$ cat src/rtl/rf_wb_pkg.sv
// rf_wb_pkg: shared constants and types for the register-file write-back arbiter.
//   AW/DW/NREG : default register index width, data width, register count
//   grant_e    : per-cycle owner of the single RF write port
package rf_wb_pkg;
  localparam int NREG = 32;
  localparam int AW   = 5;
  localparam int DW   = 32;

  typedef enum logic [1:0] {
    GNT_NONE = 2'd0,
    GNT_PIPE = 2'd1,
    GNT_MCU  = 2'd2
  } grant_e;
endpackage

$ cat src/rtl/rf_wb_arbiter_if.sv
// rf_wb_arbiter_if: bundles the WB-arbiter bus signals.
//   pipe_*  : pipeline WB write request
//   mcu_*   : multi-cycle unit issue notification and result handshake
//   dec_*   : decode-stage register indices checked for hazards
//   hazard_stall / pipe_stall / busy_mask : stall and scoreboard outputs
//   rf_*    : registered RF write port
// Modports: master = environment driving requests, slave = arbiter.
interface rf_wb_arbiter_if #(
  parameter int AW   = 5,
  parameter int DW   = 32,
  parameter int NREG = 32
);
  logic            pipe_we;
  logic [AW-1:0]   pipe_wr;
  logic [DW-1:0]   pipe_wd;
  logic            mcu_issue;
  logic [AW-1:0]   mcu_issue_rd;
  logic            mcu_valid;
  logic [AW-1:0]   mcu_rd;
  logic [DW-1:0]   mcu_wd;
  logic            mcu_ready;
  logic [AW-1:0]   dec_rs1;
  logic [AW-1:0]   dec_rs2;
  logic [AW-1:0]   dec_rd;
  logic            hazard_stall;
  logic            pipe_stall;
  logic [NREG-1:0] busy_mask;
  logic            rf_we;
  logic [AW-1:0]   rf_wr;
  logic [DW-1:0]   rf_wd;

  modport master (
    output pipe_we, pipe_wr, pipe_wd,
    output mcu_issue, mcu_issue_rd, mcu_valid, mcu_rd, mcu_wd,
    output dec_rs1, dec_rs2, dec_rd,
    input  mcu_ready, hazard_stall, pipe_stall, busy_mask,
    input  rf_we, rf_wr, rf_wd
  );

  modport slave (
    input  pipe_we, pipe_wr, pipe_wd,
    input  mcu_issue, mcu_issue_rd, mcu_valid, mcu_rd, mcu_wd,
    input  dec_rs1, dec_rs2, dec_rd,
    output mcu_ready, hazard_stall, pipe_stall, busy_mask,
    output rf_we, rf_wr, rf_wd
  );
endinterface

$ cat src/rtl/rf_scoreboard.sv
// rf_scoreboard: busy bit per architectural register for outstanding MCU writes.
//   clk, rst          : clock, synchronous active-high reset
//   set_en/set_idx    : mark a register busy (MCU issue)
//   clr_en/clr_idx    : clear a register (MCU result transfer)
//   rs1/rs2/rd        : decode read ports
//   busy              : current scoreboard
//   hazard            : any read port hits a busy register
module rf_scoreboard #(
  parameter int NREG = 32,
  parameter int AW   = 5
) (
  input  logic            clk,
  input  logic            rst,
  input  logic            set_en,
  input  logic [AW-1:0]   set_idx,
  input  logic            clr_en,
  input  logic [AW-1:0]   clr_idx,
  input  logic [AW-1:0]   rs1,
  input  logic [AW-1:0]   rs2,
  input  logic [AW-1:0]   rd,
  output logic [NREG-1:0] busy,
  output logic            hazard
);
  logic [NREG-1:0] busy_d, busy_q;

  // Clear first so a same-cycle set on the same register wins.
  always_comb begin
    busy_d = busy_q;
    if (clr_en) busy_d[clr_idx] = 1'b0;
    if (set_en) busy_d[set_idx] = 1'b1;
    busy_d[0] = 1'b0;
  end

  always_ff @(posedge clk) begin
    if (rst) busy_q <= '0;
    else     busy_q <= busy_d;
  end

  // From the registered mask: a bit clearing this cycle still stalls.
  assign hazard = busy_q[rs1] | busy_q[rs2] | busy_q[rd];
  assign busy   = busy_q;
endmodule

$ cat src/rtl/rf_wb_arbiter.sv
// rf_wb_arbiter: shares the single RF write port between the pipeline WB stage
// and the multi-cycle unit, and tracks MCU destinations for decode hazards.
//   clk, rst : clock, synchronous active-high reset
//   bus      : rf_wb_arbiter_if.slave (pipe_*, mcu_*, dec_* in; mcu_ready,
//              hazard_stall, pipe_stall, busy_mask, rf_* out)
// Optional: define WB_STARVE_GUARD_EN to add an MCU starvation counter that
// forces an MCU grant and freezes the pipeline for one cycle.
module rf_wb_arbiter
  import rf_wb_pkg::*;
#(
  parameter int NREG         = rf_wb_pkg::NREG,
  parameter int AW           = rf_wb_pkg::AW,
  parameter int DW           = rf_wb_pkg::DW,
  parameter int STARVE_LIMIT = 4
) (
  input logic             clk,
  input logic             rst,
  rf_wb_arbiter_if.slave  bus
);
  grant_e          grant;
  logic            force_mcu;
  logic            pipe_req;
  logic            mcu_xfer;

  logic            rf_we_d, rf_we_q;
  logic [AW-1:0]   rf_wr_d, rf_wr_q;
  logic [DW-1:0]   rf_wd_d, rf_wd_q;

  // Writes to x0 never claim the port.
  assign pipe_req = bus.pipe_we & (bus.pipe_wr != '0);

`ifdef WB_STARVE_GUARD_EN
  localparam int CW = $clog2(STARVE_LIMIT + 1);
  logic [CW-1:0] starve_d, starve_q;

  always_comb begin
    starve_d = starve_q;
    if (!bus.mcu_valid || mcu_xfer)        starve_d = '0;
    else if (starve_q != CW'(STARVE_LIMIT)) starve_d = starve_q + 1'b1;
  end

  always_ff @(posedge clk) begin
    if (rst) starve_q <= '0;
    else     starve_q <= starve_d;
  end

  assign force_mcu = bus.mcu_valid & (starve_q == CW'(STARVE_LIMIT));
`else
  logic unused_starve_limit;
  assign unused_starve_limit = ^STARVE_LIMIT;
  assign force_mcu = 1'b0;
`endif

  always_comb begin
    grant = GNT_NONE;
    if (force_mcu)          grant = GNT_MCU;
    else if (pipe_req)      grant = GNT_PIPE;
    else if (bus.mcu_valid) grant = GNT_MCU;
  end

  assign bus.mcu_ready  = (grant == GNT_MCU);
  assign bus.pipe_stall = force_mcu;
  assign mcu_xfer       = bus.mcu_valid & bus.mcu_ready;

  // Address/data only move on a real write; idle cycles hold the last values.
  always_comb begin
    rf_we_d = 1'b0;
    rf_wr_d = rf_wr_q;
    rf_wd_d = rf_wd_q;
    if (grant == GNT_PIPE) begin
      rf_we_d = 1'b1;
      rf_wr_d = bus.pipe_wr;
      rf_wd_d = bus.pipe_wd;
    end else if (grant == GNT_MCU && bus.mcu_rd != '0) begin
      rf_we_d = 1'b1;
      rf_wr_d = bus.mcu_rd;
      rf_wd_d = bus.mcu_wd;
    end
  end

  always_ff @(posedge clk) begin
    if (rst) begin
      rf_we_q <= 1'b0;
      rf_wr_q <= '0;
      rf_wd_q <= '0;
    end else begin
      rf_we_q <= rf_we_d;
      rf_wr_q <= rf_wr_d;
      rf_wd_q <= rf_wd_d;
    end
  end

  assign bus.rf_we = rf_we_q;
  assign bus.rf_wr = rf_wr_q;
  assign bus.rf_wd = rf_wd_q;

  rf_scoreboard #(.NREG(NREG), .AW(AW)) u_sb (
    .clk     (clk),
    .rst     (rst),
    .set_en  (bus.mcu_issue & (bus.mcu_issue_rd != '0)),
    .set_idx (bus.mcu_issue_rd),
    .clr_en  (mcu_xfer),
    .clr_idx (bus.mcu_rd),
    .rs1     (bus.dec_rs1),
    .rs2     (bus.dec_rs2),
    .rd      (bus.dec_rd),
    .busy    (bus.busy_mask),
    .hazard  (bus.hazard_stall)
  );
endmodule
$ cat src/flat_wrapper.sv
// flat-port wrapper written by rule: the top's interface ports become plain ports
module rf_wb_arbiter_flat import rf_wb_pkg::*;
#(
  parameter int NREG         = rf_wb_pkg::NREG,
  parameter int AW           = rf_wb_pkg::AW,
  parameter int DW           = rf_wb_pkg::DW,
  parameter int STARVE_LIMIT = 4
)
  (clk, rst, bus_pipe_we, bus_pipe_wr, bus_pipe_wd, bus_mcu_issue, bus_mcu_issue_rd, bus_mcu_valid, bus_mcu_rd, bus_mcu_wd, bus_dec_rs1, bus_dec_rs2, bus_dec_rd, bus_mcu_ready, bus_hazard_stall, bus_pipe_stall, bus_busy_mask, bus_rf_we, bus_rf_wr, bus_rf_wd);
  rf_wb_arbiter_if #(.AW(AW), .DW(DW), .NREG(NREG)) bus_i ();
  input logic clk;
  input logic rst;
  input wire logic [$bits(bus_i.pipe_we)-1:0] bus_pipe_we;
  input wire logic [$bits(bus_i.pipe_wr)-1:0] bus_pipe_wr;
  input wire logic [$bits(bus_i.pipe_wd)-1:0] bus_pipe_wd;
  input wire logic [$bits(bus_i.mcu_issue)-1:0] bus_mcu_issue;
  input wire logic [$bits(bus_i.mcu_issue_rd)-1:0] bus_mcu_issue_rd;
  input wire logic [$bits(bus_i.mcu_valid)-1:0] bus_mcu_valid;
  input wire logic [$bits(bus_i.mcu_rd)-1:0] bus_mcu_rd;
  input wire logic [$bits(bus_i.mcu_wd)-1:0] bus_mcu_wd;
  input wire logic [$bits(bus_i.dec_rs1)-1:0] bus_dec_rs1;
  input wire logic [$bits(bus_i.dec_rs2)-1:0] bus_dec_rs2;
  input wire logic [$bits(bus_i.dec_rd)-1:0] bus_dec_rd;
  output wire logic [$bits(bus_i.mcu_ready)-1:0] bus_mcu_ready;
  output wire logic [$bits(bus_i.hazard_stall)-1:0] bus_hazard_stall;
  output wire logic [$bits(bus_i.pipe_stall)-1:0] bus_pipe_stall;
  output wire logic [$bits(bus_i.busy_mask)-1:0] bus_busy_mask;
  output wire logic [$bits(bus_i.rf_we)-1:0] bus_rf_we;
  output wire logic [$bits(bus_i.rf_wr)-1:0] bus_rf_wr;
  output wire logic [$bits(bus_i.rf_wd)-1:0] bus_rf_wd;
  assign bus_i.pipe_we = bus_pipe_we;
  assign bus_i.pipe_wr = bus_pipe_wr;
  assign bus_i.pipe_wd = bus_pipe_wd;
  assign bus_i.mcu_issue = bus_mcu_issue;
  assign bus_i.mcu_issue_rd = bus_mcu_issue_rd;
  assign bus_i.mcu_valid = bus_mcu_valid;
  assign bus_i.mcu_rd = bus_mcu_rd;
  assign bus_i.mcu_wd = bus_mcu_wd;
  assign bus_i.dec_rs1 = bus_dec_rs1;
  assign bus_i.dec_rs2 = bus_dec_rs2;
  assign bus_i.dec_rd = bus_dec_rd;
  assign bus_mcu_ready = bus_i.mcu_ready;
  assign bus_hazard_stall = bus_i.hazard_stall;
  assign bus_pipe_stall = bus_i.pipe_stall;
  assign bus_busy_mask = bus_i.busy_mask;
  assign bus_rf_we = bus_i.rf_we;
  assign bus_rf_wr = bus_i.rf_wr;
  assign bus_rf_wd = bus_i.rf_wd;
  rf_wb_arbiter #(.NREG(NREG), .AW(AW), .DW(DW), .STARVE_LIMIT(STARVE_LIMIT)) u_core (.clk(clk), .rst(rst), .bus(bus_i));
endmodule
$ cat config.mk
export PLATFORM = sky130hd
export DESIGN_NAME = rf_wb_arbiter_flat
export DESIGN_NICKNAME = d
export VERILOG_FILES = /design/src/rtl/rf_wb_pkg.sv /design/src/rtl/rf_wb_arbiter_if.sv /design/src/rtl/rf_scoreboard.sv /design/src/rtl/rf_wb_arbiter.sv /design/src/flat_wrapper.sv
export SDC_FILE = /design/constraint.sdc
export NUM_CORES = 1
export LEC_CHECK = 0
export ABC_AREA = 1
export BUFFER_PORTS_ARGS = -buffer_cell sky130_fd_sc_hd__buf_2
export CAP_MARGIN = 40
export CORE_MARGIN = 4
export CORE_UTILIZATION = 49
export CTS_BUF_LIST = sky130_fd_sc_hd__clkbuf_16
export CTS_CLUSTER_SIZE = 14
export DETAILED_ROUTE_END_ITERATION = 7
export GPL_TIMING_DRIVEN = 0
export HOLD_SLACK_MARGIN = 0.15
export PLACE_DENSITY = 0.83
export REMOVE_ABC_BUFFERS = 1
export SLEW_MARGIN = 25
export SYNTH_ARGS = -nofsm -noshare
export SYNTH_HDL_FRONTEND = slang
export SYNTH_SLANG_ARGS = --single-unit
$ cat constraint.sdc
create_clock -name clk -period 1.83 [get_ports clk]
set_input_delay 0.366 -clock clk [delete_from_list [all_inputs] [get_ports clk]]
set_output_delay 0.366 -clock clk [all_outputs]
set_load 0.01 [all_outputs]
==> results by group <==
Outcome
  • Status: complete, no violations

Power
  • Leak Pwr: between 2 and 3 nW
  • Worst VDD drop: 0.4849 mV
  • Pwr dens: 736.7 nW/um2
  • Pwr Total: 4.262 mW

GRT
  • Total gr overflow: 0
  • Vias in the first global route: 5166
  • Total GRT Usage: 0.2967
  • Initial antenna violation count: 1
  • Largest net degree at the start of global routing: 71
  • First-pass GRT wire length: 24690 um

Worst setup path
  • Worst setup SP type: flop
  • Buf+Inv Stages, Crit Path: 1
  • CP endpoint kind: output pin
  • Critical Path RT: 1.46 ns
  • Path depth of the worst reg2reg path: 2
  • Worst-path maximum fanout: 5
  • CP Class: reg2out
  • Worst path top cell family by delay: simple AND/OR/NAND/NOR gates
  • CP max stage cell: dfxtp_4
  • Critical path cell sequence: nor2_1 > nor2_1 > nand2_1 > nand3_2 > nand3_2 > nand3b_1 > nand2_1 > nand3_1 > buf_2
  • Crit path DAT: roughly 1.5 ns
  • RR Startpoint: u_core.u_sb.busy[14]
  • FF-to-FF End: u_core.u_sb.busy[14]
  • CP peak stage delay: 0.36 ns
  • Internal reg-to-reg setup slack: 1.06 ns

Routing
  • 1st-pass router iterations: 6
  • DRT met1 WL: a little under 6000 um
  • DRC errors left: 0
  • Max layer used: met4
  • Met3 WL post-DR: 1513 um
  • Wire length on met2: 7753 um
  • Detail Route Antenna Nets: 0
  • Wire per inst: 16.26 um
  • Via count: 5390
  • DRT Wirelength: roughly 16000 um
  • First DRT Iteration DRCs: 488
  • Via density: 5.620

Final layout
  • Area grow syn2layout: 36.00%
  • # fillers: 719
  • Final Net Count: approximately 950
  • Fin cells: 959
  • Post-layout util: 0.6937
  • Share of cells above drive strength 1: 0.3728

Clock tree
  • CTS tree: done
  • Clock root cell: clkbuf_16
  • Number of H-tree levels: 3
  • Clock slew at reported path FFs: 0.06 ns
  • Longest Clk Path Bufs: 2
  • Clk sinks: 69
  • Cts bufs inserted: 9
  • Clk_lat worst skew: approximately 0.33 ns
  • Post-CTS Hold Fix Bufs: 0

Floorplan
  • Starting Density: 0.5101
  • Core area: 8341 um2
  • Die area: a little over 10000 um2
  • Num rows: 33
  • Die Width: 101.2 um
  • Die H: 101.2 um
  • Io pins: 172

Timing
  • Final min period: 1.813 ns
  • Max-Slew Margin vs Limit: 0.5088
  • Fin worst setup slack: 0.01721 ns
  • Clk_skew: 0 ns
  • Final period util: 0.9906
  • RSZ-0062 raised after global routing: true
  • Worst-Margin Slew: 0.7368 ns
  • Final setup fails: 0
  • Setup TNS: 0 ns
  • Fin. Hold Viols: 0
  • Slew Viols, Final: 0
  • Fmax: 551.6 MHz

Min path
  • Worst Hold Path Cells: 3
  • Hold EP: u_core.bus.rf_wd[28]
  • Worst Hold Class: in2reg
  • Hold path start: bus_pipe_wd[28]

Placement
  • Post-Place Cells: just over 900
  • Detailed placer's ending HPWL: roughly 11000 um
  • Pre-CTS setup slack: -0.8969 ns
  • Routability-driven placement congestion ratio: 0.9146
  • Port Buffers: 169

Logic synthesis
  • Leading area contributor after synthesis: dfxtp_1
  • Synthesized flop and latch total: 69
  • Syn Std Cell Area: around 4300 um2
  • Synth Warn #: 0
  • Avg Cell Area, Syn: 6.103 um2
  • Synth area leaders: dfxtp_1, nand2_1, nand3_1
  • Yosys top cell area share: 0.3247
  • Post-Syn Instances: 697
  • Post-synthesis cell type count: 27
  • Sequential area share after synthesis: 0.3247

Flow run
  • Max Cap Viol: 0
[cells by family after synthesis]
kind of cell           synth area share
AO/OA/AOI/OAI                    0.1703
buffers and inverters           0.09853
flip-flops                       0.3247
other                         0.0008815
AND/OR/NAND/NOR                  0.4056
[cell usage in the layout (no fill, tap or decap), types with 13 or more instances in the layout]
cell / netlist / routed
dfxtp_2: 0 / 13
nand2_1: 199 / 190
nor2_1: 49 / 45
nor2_2: 30 / 33
a21oi_1: 68 / 68
o21ai_0: 36 / 35
buf_2: 14 / 162
o21ai_1: 38 / 39
dfxtp_4: 0 / 18
nand3_1: 90 / 66
nor3_1: 14 / 14
nand3_2: 1 / 25
dfxtp_1: 69 / 38
inv_1: 42 / 33
[routing by layer]
metal | vias up | global-route usage
met4 | 0 | 0.09918
met5 | - | 0
met2 | 272 | 0.5186
li1 | 2578 | -
met3 | 45 | 0.08264
met1 | 2495 | 0.3495
[synthesized netlist by cell type]
master and number:
nand2_4 3, nor3_1 14, a31oi_1 1, clkbuf_2 1, nor2_1 49, nor2_2 30
buf_2 14, nand2_2 1, o21ai_1 38, buf_6 4, inv_4 1, nor2_4 1
nand3_2 1, clkbuf_1 15, o21ai_0 36, nand2_1 199, inv_2 8, nand3b_1 2
nand3_1 90, buf_1 1, a21oi_1 68, buf_4 6, inv_1 42, o211ai_1 1
conb_1 1, dfxtp_1 69, nor3_2 1
[cell type report]
class	instances	area [um2]	share of cell area
inverter	51	217.7	0.03763
timing repair buffer	178	988.4	0.1708
tap	105	131.4	0.02271
clock buffer	9	225.2	0.03893
clock inverter	7	90.09	0.01557
multi-input combinational	539	2665	0.4606
antenna	1	2.502	0.0004325
sequential	69	1465	0.2532
[report_power, final]
| group | switching, mW | internal [mW] | total (mW) |
|---|---|---|---|
| registers | 0.0465 | 1.56 | 1.60 |
| clock network | 0.639 | 1.18 | 1.82 |
| logic | 0.516 | 0.319 | 0.835 |
[worst max path at each step]
stage / slack [ns] / end / from / cells after the start
2_1_floorplan: -0.26 / bus_mcu_ready / bus_pipe_wr[2] / 5
3_3_place_gp: -0.99 / bus_mcu_ready / bus_pipe_wr[2] / 7
3_5_place_dp: -0.90 / bus_mcu_ready / bus_pipe_wr[2] / 8
4_1_cts: 0.0001 / bus_hazard_stall / u_core.u_sb.busy[27] / 9
5_1_grt: -0.08 / bus_hazard_stall / u_core.u_sb.busy[24] / 9
6_report: 0.02 / bus_hazard_stall / u_core.u_sb.busy[10] / 9
[flip-flops by register name (all words and copies together), names as in the netlist]
name and flops:
u_core.u_sb.busy 31, u_core.bus.rf_wr 5, u_core.bus.rf_wd 32, u_core.bus.rf_we 1
[worst reg2reg max path: cells and delay by family, from the launching register on]
kind | cells | cell delay (ns)
AO/OA/AOI/OAI | 2 | 0.29
flip-flops | 1 | 0.39
[repair_timing]
action / in CTS / in global routing
resized for setup: 43 / 80
buffers inserted: 6 / 2
gates cloned: 2 / 1
pin swaps: 3 / 25
endpoints found under the setup margin: 71 / 39
[metrics by stage]
step | hold slack (ns) | instance area, um2
after floorplan | 0.4351 | 4033
after global placement | 0.4499 | 5010
after detailed placement | 0.4536 | 5027
after CTS | 0.3055 | 5507
after global routing | 0.3056 | 5786
final | 0.3108 | 5786
(Power assumes the default switching activity.)
